**config.mk**
```make
export PLATFORM = sky130hd
export DESIGN_NAME = serial_full_subtractor
export DESIGN_NICKNAME = d
export VERILOG_FILES = /design/src/rtl/serial_full_subtractor.sv
export SDC_FILE = /design/constraint.sdc
export NUM_CORES = 1
export LEC_CHECK = 0
export CAP_MARGIN = 0
export CORE_ASPECT_RATIO = 0.75
export CORE_MARGIN = 5
export CORE_UTILIZATION = 40
export CTS_BUF_LIST = sky130_fd_sc_hd__clkbuf_8
export DETAILED_ROUTE_END_ITERATION = 16
export PLACE_DENSITY = 0.67
export SLEW_MARGIN = 10
export SYNTH_ARGS = -nofsm -noshare
export SYNTH_HDL_FRONTEND = slang
export SYNTH_SLANG_ARGS = --single-unit
```
**constraint.sdc**
```tcl
create_clock -name clk -period 1.1 [get_ports clk]
set_clock_uncertainty 0.05 [all_clocks]
set_input_delay 0.22 -clock clk [delete_from_list [all_inputs] [get_ports clk]]
set_output_delay 0.22 -clock clk [all_outputs]
set_load 0.01 [all_outputs]
```
**src/rtl/serial_full_subtractor.sv**
```systemverilog
// rtl/serial_full_subtractor.sv - bit-serial a - b - bin, LSB first, valid/ready in and out.
// Optional SERIAL_SUB_OVF_EN adds the two's-complement overflow output ovf.
module serial_full_subtractor #(
  parameter int WIDTH = 8
) (
  input  logic             clk,
  input  logic             rst_n,
  input  logic             in_valid,
  output logic             in_ready,
  input  logic [WIDTH-1:0] a,
  input  logic [WIDTH-1:0] b,
  input  logic             bin,
  output logic             out_valid,
  input  logic             out_ready,
  output logic [WIDTH-1:0] diff,
  output logic             bout
`ifdef SERIAL_SUB_OVF_EN
  ,
  output logic             ovf
`endif
);

  localparam int CW = $clog2(WIDTH) + 1;
  localparam logic [CW-1:0] LAST = CW'(WIDTH - 1);

  typedef enum logic [1:0] {IDLE, SHIFT, DONE} state_t;

  state_t           state_q;
  logic [WIDTH-1:0] a_q;
  logic [WIDTH-1:0] b_q;
  logic [WIDTH-1:0] diff_q;
  logic [CW-1:0]    cnt_q;
  logic             br_q;
  logic             x_bit;
  logic             y_bit;
  logic             diff_d;
  logic             br_d;
`ifdef SERIAL_SUB_OVF_EN
  logic             ovf_q;
`endif

  // Single full-subtractor cell fed by the operand LSBs and the registered borrow.
  always_comb begin
    x_bit  = a_q[0];
    y_bit  = b_q[0];
    diff_d = x_bit ^ y_bit ^ br_q;
    br_d   = (~x_bit & y_bit) | (~(x_bit ^ y_bit) & br_q);
  end

  always_ff @(posedge clk) begin
    if (!rst_n) begin
      state_q <= IDLE;
      a_q     <= '0;
      b_q     <= '0;
      diff_q  <= '0;
      cnt_q   <= '0;
      br_q    <= 1'b0;
`ifdef SERIAL_SUB_OVF_EN
      ovf_q   <= 1'b0;
`endif
    end else begin
      case (state_q)
        IDLE: begin
          if (in_valid) begin
            a_q     <= a;
            b_q     <= b;
            br_q    <= bin;
            cnt_q   <= '0;
            state_q <= SHIFT;
          end
        end
        SHIFT: begin
          a_q    <= a_q >> 1;
          b_q    <= b_q >> 1;
          diff_q <= {diff_d, diff_q[WIDTH-1:1]};
          br_q   <= br_d;
          if (cnt_q == LAST) begin
            cnt_q   <= '0;
            state_q <= DONE;
`ifdef SERIAL_SUB_OVF_EN
            // Borrow into the MSB differs from borrow out of it.
            ovf_q   <= br_q ^ br_d;
`endif
          end else begin
            cnt_q <= cnt_q + 1'b1;
          end
        end
        DONE: begin
          if (out_ready) begin
            state_q <= IDLE;
          end
        end
        default: state_q <= IDLE;
      endcase
    end
  end

  // The final borrow stays in br_q throughout DONE, so it doubles as bout.
  assign in_ready  = (state_q == IDLE);
  assign out_valid = (state_q == DONE);
  assign diff      = diff_q;
  assign bout      = br_q;
`ifdef SERIAL_SUB_OVF_EN
  assign ovf       = ovf_q;
`endif

endmodule

```
==> results of run 1 <==
[layer usage]
| metal | track usage, % | up-vias | wire (um) | part of all wire (%) |
|---|---|---|---|---|
| met2 | 24.5 | 21 | 1870 | 51 |
| met4 | 10.5 | 0 | 114 | 3.1 |
| met1 | 17.1 | 621 | 1510 | 41 |
| met3 | 4.76 | 10 | 145 | 4.0 |
| met5 | 0 | - | 0 | 0 |
| li1 | - | 646 | - | - |
[cells in the final DEF, fill, tap and decap left out, types with 6 or more instances in the layout]
cell type	n
sky130_fd_sc_hd__buf_6	6
sky130_fd_sc_hd__nand2_1	18
sky130_fd_sc_hd__clkbuf_8	7
sky130_fd_sc_hd__dfxtp_1	22
sky130_fd_sc_hd__mux2i_1	14
sky130_fd_sc_hd__clkdlybuf4s50_1	20
sky130_fd_sc_hd__a21oi_1	8
sky130_fd_sc_hd__nor2_1	16
sky130_fd_sc_hd__dfxtp_2	8
sky130_fd_sc_hd__buf_2	11
sky130_fd_sc_hd__buf_4	23
sky130_fd_sc_hd__a211oi_2	15
[timing repair]
action,4_1_cts,5_1_grt
resized for setup,60,18
gates cloned,1,0
endpoints found under the setup margin,40,33
buffers inserted,2,2
pin swaps,4,11
[layout make-up]
type                       instances  area share [%]
clock buffer                       7            4.37
clock inverter                     1           0.341
inverter                           5           0.965
multi-input combinational        104            37.4
sequential                        31            28.8
tap                               52            2.95
timing repair buffer              63            25.2
[worst min-delay path, cell delays in order (launching register included)]
cell and delay (ns):
sky130_fd_sc_hd__dfxtp_1 0.31, sky130_fd_sc_hd__nand2_1 0.05, sky130_fd_sc_hd__a21oi_1 0.05
[path summary, 6_finish.rpt]
check | endpoint | slack (ns)
worst min register to register | diff[0]$_SDFFE_PN0N_ | 0.40
worst max-delay path | b_q[6]$_SDFFE_PN0P_ | -0.13
worst max register to register | b_q[6]$_SDFFE_PN0P_ | -0.13
worst min-delay path | diff[0]$_SDFFE_PN0N_ | 0.40
[power by group]
part           switching [mW]  internal, mW
sequential             0.0461          1.19
combinational           0.243         0.288
clock                   0.449         0.568
[logic make-up (layout without fill, tap and decap cells)]
group,Yosys count,in the layout
buf+inv,15,76
flops,31,31
compound gates,38,38
simple gates,50,50
fa+ha+maj,2,2
mux,14,14
[state kept, by name, summed over array words and instances (netlist names)]
register,flops
b_q,8
state_q,2
cnt_q,4
bout,1
a_q,8
diff,8
[through the flow]
step | setup WS (ns) | instance area (um^2) | std cells
3_5_place_dp | -0.430 | 2030 | 251
6_report | -0.133 | 2200 | 263
5_1_grt | -0.203 | 2200 | 263
4_1_cts | -0.187 | 2160 | 262
2_1_floorplan | -0.0457 | 1490 | 150
3_3_place_gp | -0.367 | 2030 | 251
==> key figures, run 1 <==
STA
  • Final min period: 1.23 ns
  • Setup repair after global routing missed its margin: true
  • Max-slew headroom: 86.0%
  • Transition time at the pin with the least slew margin: 0.204 ns
  • Share of the clock period used by the worst path: 112%
  • Final sum of negative setup slack: -2.49 ns
  • Number of setup violations in the final report: 27
  • Count of final max-slew check failures: 0
  • Maximum clock rate: 0.811 GHz
  • Final critical-path setup slack: -0.133 ns
  • Final Hold Vio Count: 0
  • Final worst hold slack: 0.400 ns

Clock tree
  • Num Clock Sinks: 31
  • Hold_buf cts: 0
  • Htree depth: 2
  • Worst skew pair latency: 0.29 ns
  • Root Driver: sky130_fd_sc_hd__clkbuf_8
  • Clock tree buffer depth: 2
  • Clk pin slew, worst setup/hold paths: 0.07 ns
  • CTS buffer count: 5
  • TritonCTS clock tree: done

Routing
  • Number of optimization iterations in the first detailed-route pass: 4
  • Initial detailed-routing violation count: 72
  • Routed len/inst: 13.8 um
  • Post-DR vias/cell: 4.94
  • Remaining DRCs: 0
  • Via total after detailed routing: 1,298
  • Total routed wirelength: 3630 um
  • Remaining number of nets flagged by the antenna check after routing: 0

Place
  • Final GP Congestion: 0.795
  • Port-buffer cells: 31
  • Placed wire-length estimate after detailed placement: 2550 um

Finish
  • Layout cell share with drive strength beyond 1: 46.9%
  • Total area of multi-input combinational cells: 825 um^2
  • N_diodes: 0
  • Sequential cell area in the final layout: 634 um^2
  • Utilization after layout: 61.4%
  • Post-layout nets: 233
  • Area delta synth->final: 50.5%
  • Final-layout fill cell count: 315

Yosys
  • Area fraction in compound gates after synthesis: 23.6%
  • Leading cell types by total area after synthesis: sky130_fd_sc_hd__dfxtp_1 42%, sky130_fd_sc_hd__a211oi_2 12%, sky130_fd_sc_hd__mux2i_1 9.6%
  • Dominant combinational cell family by area after synthesis: compound AO/OA/AOI/OAI gates
  • Xor and xnor fraction of the mapped netlist area: 0%
  • Synth async-reset ratio: 0%
  • Share of synthesized cell area in and, or, nand and nor gates: 15.6%
  • Post-synthesis adder-cell area fraction: 2.22%
  • Total standard cell area after synthesis: 1470 um^2
  • Sequential fraction of the synthesis area: 42.4%
  • Number of flops mapped to enable cells by yosys: 0
  • Syn Nets: 173
  • Largest area contributor in the synthesized netlist: sky130_fd_sc_hd__dfxtp_1
  • Unique masters post-synth: 32
  • Top cells by instance count after synthesis: 31 x sky130_fd_sc_hd__dfxtp_1, 20 x sky130_fd_sc_hd__nor2_1, 19 x sky130_fd_sc_hd__nand2_1
  • Share of Yosys cell area claimed by the top area cell type: 42.4%
  • Count of mapped cells out of synthesis: 150
  • Post-synthesis mux area share: 9.56%
  • Synth warn: 0
  • Top flip-flop cell by instance count after synthesis: sky130_fd_sc_hd__dfxtp_1
  • Mean area per synthesized cell: 9.77 um^2
  • Most frequent cell after synthesis: sky130_fd_sc_hd__dfxtp_1
  • Flop and latch count out of synthesis: 31

Worst setup path
  • WP data required: 1.27 ns
  • Arr. time, crit path: 1.40 ns
  • CP Capture Type: register
  • Slowest Stage Delay on Critical Path: 0.34 ns
  • Number of cells on the critical path: 5
  • Critical Path Fanout Max: 12
  • CP Cell Sequence: buf_6 -> o21ba_4 -> buf_12 -> nor2_2 -> a211oi_2
  • Buffer and inverter count on the worst path: 2
  • Origin of the worst setup path: state_q[1]$_SDFFE_PN0P_
  • Cell count of the worst reg-to-reg path: 5
  • Reg2reg start: state_q[1]$_SDFFE_PN0P_
  • Critical Setup Path Class: reg2reg
  • Startpoint Class: register
  • Critical path's slowest cell: sky130_fd_sc_hd__dfxtp_2
  • Largest delay share family, worst path: compound AO/OA/AOI/OAI gates

Global routing
  • Final global-route overflow total: 0
  • Vias in the first global route: 1,287
  • Pin count of the biggest net entering global routing: 16
  • All-layer global routing usage: 15.3%
  • Number of antenna violations at the first check in global routing: 0
  • First-pass GRT wire length: 5880 um

Floorplanning
  • Horizontal die dimension: 79.9 um
  • Placeable core area: 3590 um^2
  • Effective utilization at floorplan: 40.8%
  • Die Y-Extent: 62.4 um
  • Number of primary I/O pins: 32
  • Core Rows: 19
  • Die area: 4990 um^2

Outcome
  • Run status: finished with violations
  • Failing checks: setup timing

Power
  • Reported leakage power: 0.887 nW
  • IR Drop Worst-Case VDD: 0.708 mV
  • Pwr Total: 2.79 mW
  • Pwr per Cell Area: 1260 nW/um^2

Worst hold path
  • Min-Delay Path Class: reg2reg
  • Hold path start: diff[0]$_SDFFE_PN0N_
  • Worst hold path depth: 2

Run
  • Max-cap violation count: 0
Note: power is estimated with default switching activity, not from simulation.
==> run 2: changes to the inputs <==
--- a/config.mk
+++ b/config.mk
@@ -12,6 +12,7 @@
 export CTS_BUF_LIST = sky130_fd_sc_hd__clkbuf_8
 export DETAILED_ROUTE_END_ITERATION = 16
 export PLACE_DENSITY = 0.67
+export REMOVE_ABC_BUFFERS = 1
 export SLEW_MARGIN = 10
 export SYNTH_ARGS = -nofsm -noshare
 export SYNTH_HDL_FRONTEND = slang
==> key figures, run 2 (same netlist as run 1, synthesis figures left out) <==
Routing
  • Total routed wirelength: 4250 um
  • Met3 Routed Length: 173 um
  • Remaining number of nets flagged by the antenna check after routing: 0
  • Detail Route met2 WL: 2160 um
  • Routed len/inst: 15.7 um
  • Highest routing layer actually used: met4
  • Post-DR vias/cell: 5.06
  • Via total after detailed routing: 1,372
  • Initial detailed-routing violation count: 87
  • Number of optimization iterations in the first detailed-route pass: 4
  • WL met1: 1850 um
  • Remaining DRCs: 0

Worst hold path
  • Min-Delay Path Class: reg2reg
  • Hold path start: diff[0]$_SDFFE_PN0N_

Outcome
  • Failing checks: setup timing
  • Run status: finished with violations

Power
  • Pwr per Cell Area: 1120 nW/um^2
  • Reported leakage power: 1.06 nW
  • Switching share of power: 27.5%
  • Clock group share of total power: 32.2%
  • Sw power: 780 uW
  • IR Drop Worst-Case VDD: 0.720 mV
  • Sequential group share of total power: 44.1%
  • Gate power share: 23.6%
  • Int Power: 2.06 mW
  • Pwr Total: 2.84 mW

Worst setup path
  • Arr. time, crit path: 1.45 ns
  • Slowest Stage Delay on Critical Path: 0.33 ns
  • Cell count of the worst reg-to-reg path: 5
  • Reg2Reg Setup Slack: -0.19 ns
  • CP Capture Type: register
  • Reg2reg start: state_q[1]$_SDFFE_PN0P_
  • Capturing point of the worst reg2reg path: b_q[2]$_SDFFE_PN0P_
  • WP data required: 1.26 ns
  • Origin of the worst setup path: state_q[1]$_SDFFE_PN0P_
  • Critical path's slowest cell: sky130_fd_sc_hd__dfxtp_2
  • Endpoint of the most critical setup path: b_q[2]$_SDFFE_PN0P_
  • Startpoint Class: register
  • CP Cell Sequence: buf_6 -> o21ba_4 -> clkbuf_16 -> nor2_4 -> a211oi_2
  • Critical Path Fanout Max: 6
  • Critical Setup Path Class: reg2reg

STA
  • Final Hold Vio Count: 0
  • Maximum clock rate: 0.776 GHz
  • Setup repair after global routing missed its margin: true
  • Max-slew headroom: 85.8%
  • Transition time at the pin with the least slew margin: 0.208 ns
  • Share of the clock period used by the worst path: 117%
  • Final critical-path setup slack: -0.189 ns
  • Final min period: 1.29 ns
  • Number of setup violations in the final report: 33
  • Count of final max-slew check failures: 0
  • Final worst hold slack: 0.418 ns

Global routing
  • Number of antenna violations at the first check in global routing: 0
  • Pin count of the biggest net entering global routing: 13
  • Final global-route overflow total: 0
  • All-layer global routing usage: 17.5%
  • Vias in the first global route: 1,398
  • First-pass GRT wire length: 6750 um

Floorplanning
  • Placeable core area: 3590 um^2
  • Core Rows: 19
  • Die Y-Extent: 62.4 um
  • Effective utilization at floorplan: 40.8%
  • Number of primary I/O pins: 32
  • Horizontal die dimension: 79.9 um
  • Die area: 4990 um^2

Finish
  • Final cell count without fillers: 271
  • Leading cell types in the layout, fill and taps excluded: 20 x sky130_fd_sc_hd__dfxtp_1, 20 x sky130_fd_sc_hd__clkdlybuf4s50_1, 20 x sky130_fd_sc_hd__buf_4, 14 x sky130_fd_sc_hd__mux2i_1, 14 x sky130_fd_sc_hd__a211oi_2
  • Final-layout fill cell count: 238
  • Layout cell share with drive strength beyond 1: 61.2%
  • Post-layout nets: 242
  • Area delta synth->final: 72.5%
  • N_diodes: 0
  • Utilization after layout: 70.4%

Clock tree
  • Worst skew pair latency: 0.29 ns
  • Clk pin slew, worst setup/hold paths: 0.06 ns
  • CTS buffer count: 5
  • Root Driver: sky130_fd_sc_hd__clkbuf_8
  • Htree depth: 2
  • Num Clock Sinks: 31
  • TritonCTS clock tree: done
  • Clock tree buffer depth: 2

Place
  • Worst-case setup slack after placement: -0.411 ns
  • Port-buffer cells: 31
  • Final GP Congestion: 0.773
  • Placed cell count: 248
  • Placed wire-length estimate after detailed placement: 2400 um

Run
  • Max-cap violation count: 0
-- run 2: cell count changes in the layout (fill, tap and decap cells not counted), moves of 3 or more --
cell,delta
sky130_fd_sc_hd__nand2_2,+6
sky130_fd_sc_hd__buf_6,+5
sky130_fd_sc_hd__nor2_2,+3
sky130_fd_sc_hd__a21oi_2,+4
sky130_fd_sc_hd__nand2_4,+8
sky130_fd_sc_hd__nor2_4,+5
sky130_fd_sc_hd__a21oi_1,-4
sky130_fd_sc_hd__buf_12,+5
sky130_fd_sc_hd__nand2_1,-14
sky130_fd_sc_hd__nor2_1,-8
sky130_fd_sc_hd__buf_4,-3
-- run 2: area by class of cell --
cell class | instances | area [um^2] | share of cell area (%)
repair buffers | 72 | 752 | 29.8
clock inverters | 1 | 5.00 | 0.198
clock buffers | 6 | 82.6 | 3.27
flip-flops and latches | 31 | 637 | 25.2
well taps | 52 | 65.1 | 2.57
inverters | 5 | 18.8 | 0.743
multi-input cells | 104 | 967 | 38.3
-- run 2: per-layer routing --
layer  vias to the layer above  track usage, %
met5                         -               0
met4                         0            7.59
met1                       670            21.1
li1                        666               -
met2                        28            27.8
met3                         8            6.34
-- run 2: worst min path at each step --
stage	end	slack (ns)	cells past startpoint
after floorplan	state_q[1]$_SDFFE_PN0P_	0.29	1
after global placement	diff[0]$_SDFFE_PN0N_	0.40	2
after detailed placement	b_q[7]$_SDFFE_PN0P_	0.42	2
after CTS	diff[0]$_SDFFE_PN0N_	0.42	2
after global routing	b_q[7]$_SDFFE_PN0P_	0.44	2
final	diff[0]$_SDFFE_PN0N_	0.42	2
-- run 2: critical path, delay by kind of cell, from the launching register on --
family / cells / cell delay, ns
compound gates: 2 / 0.46
buf+inv: 2 / 0.34
flops: 1 / 0.33
simple gates: 1 / 0.04
-- run 2: stage by stage --
step	area, um^2	TNS [ns]
after detailed placement	2000	-10.41
after global routing	2530	-5.25
after floorplan	1390	-19.42
after global placement	2000	-9.19
after CTS	2370	-3.28
final	2530	-3.78
-- run 2: repair_timing --
item                       4_1_cts  5_1_grt
pin swaps                       24       24
cloned                           1        1
setup endpoints to repair       42       34
setup buffers                    9        6
hold buffers                     0        0
gates resized for setup        103       35
-- run 2: power by group through the flow --
stage / Clock, mW / Combinational, mW / Sequential, mW
global placement: 0 / 0.464 / 1.25
finish: 0.916 / 0.671 / 1.25
global route: 0.985 / 0.720 / 1.26
detailed placement: 0 / 0.478 / 1.26
CTS: 0.936 / 0.599 / 1.24
floorplan: 0 / 0.227 / 1.27
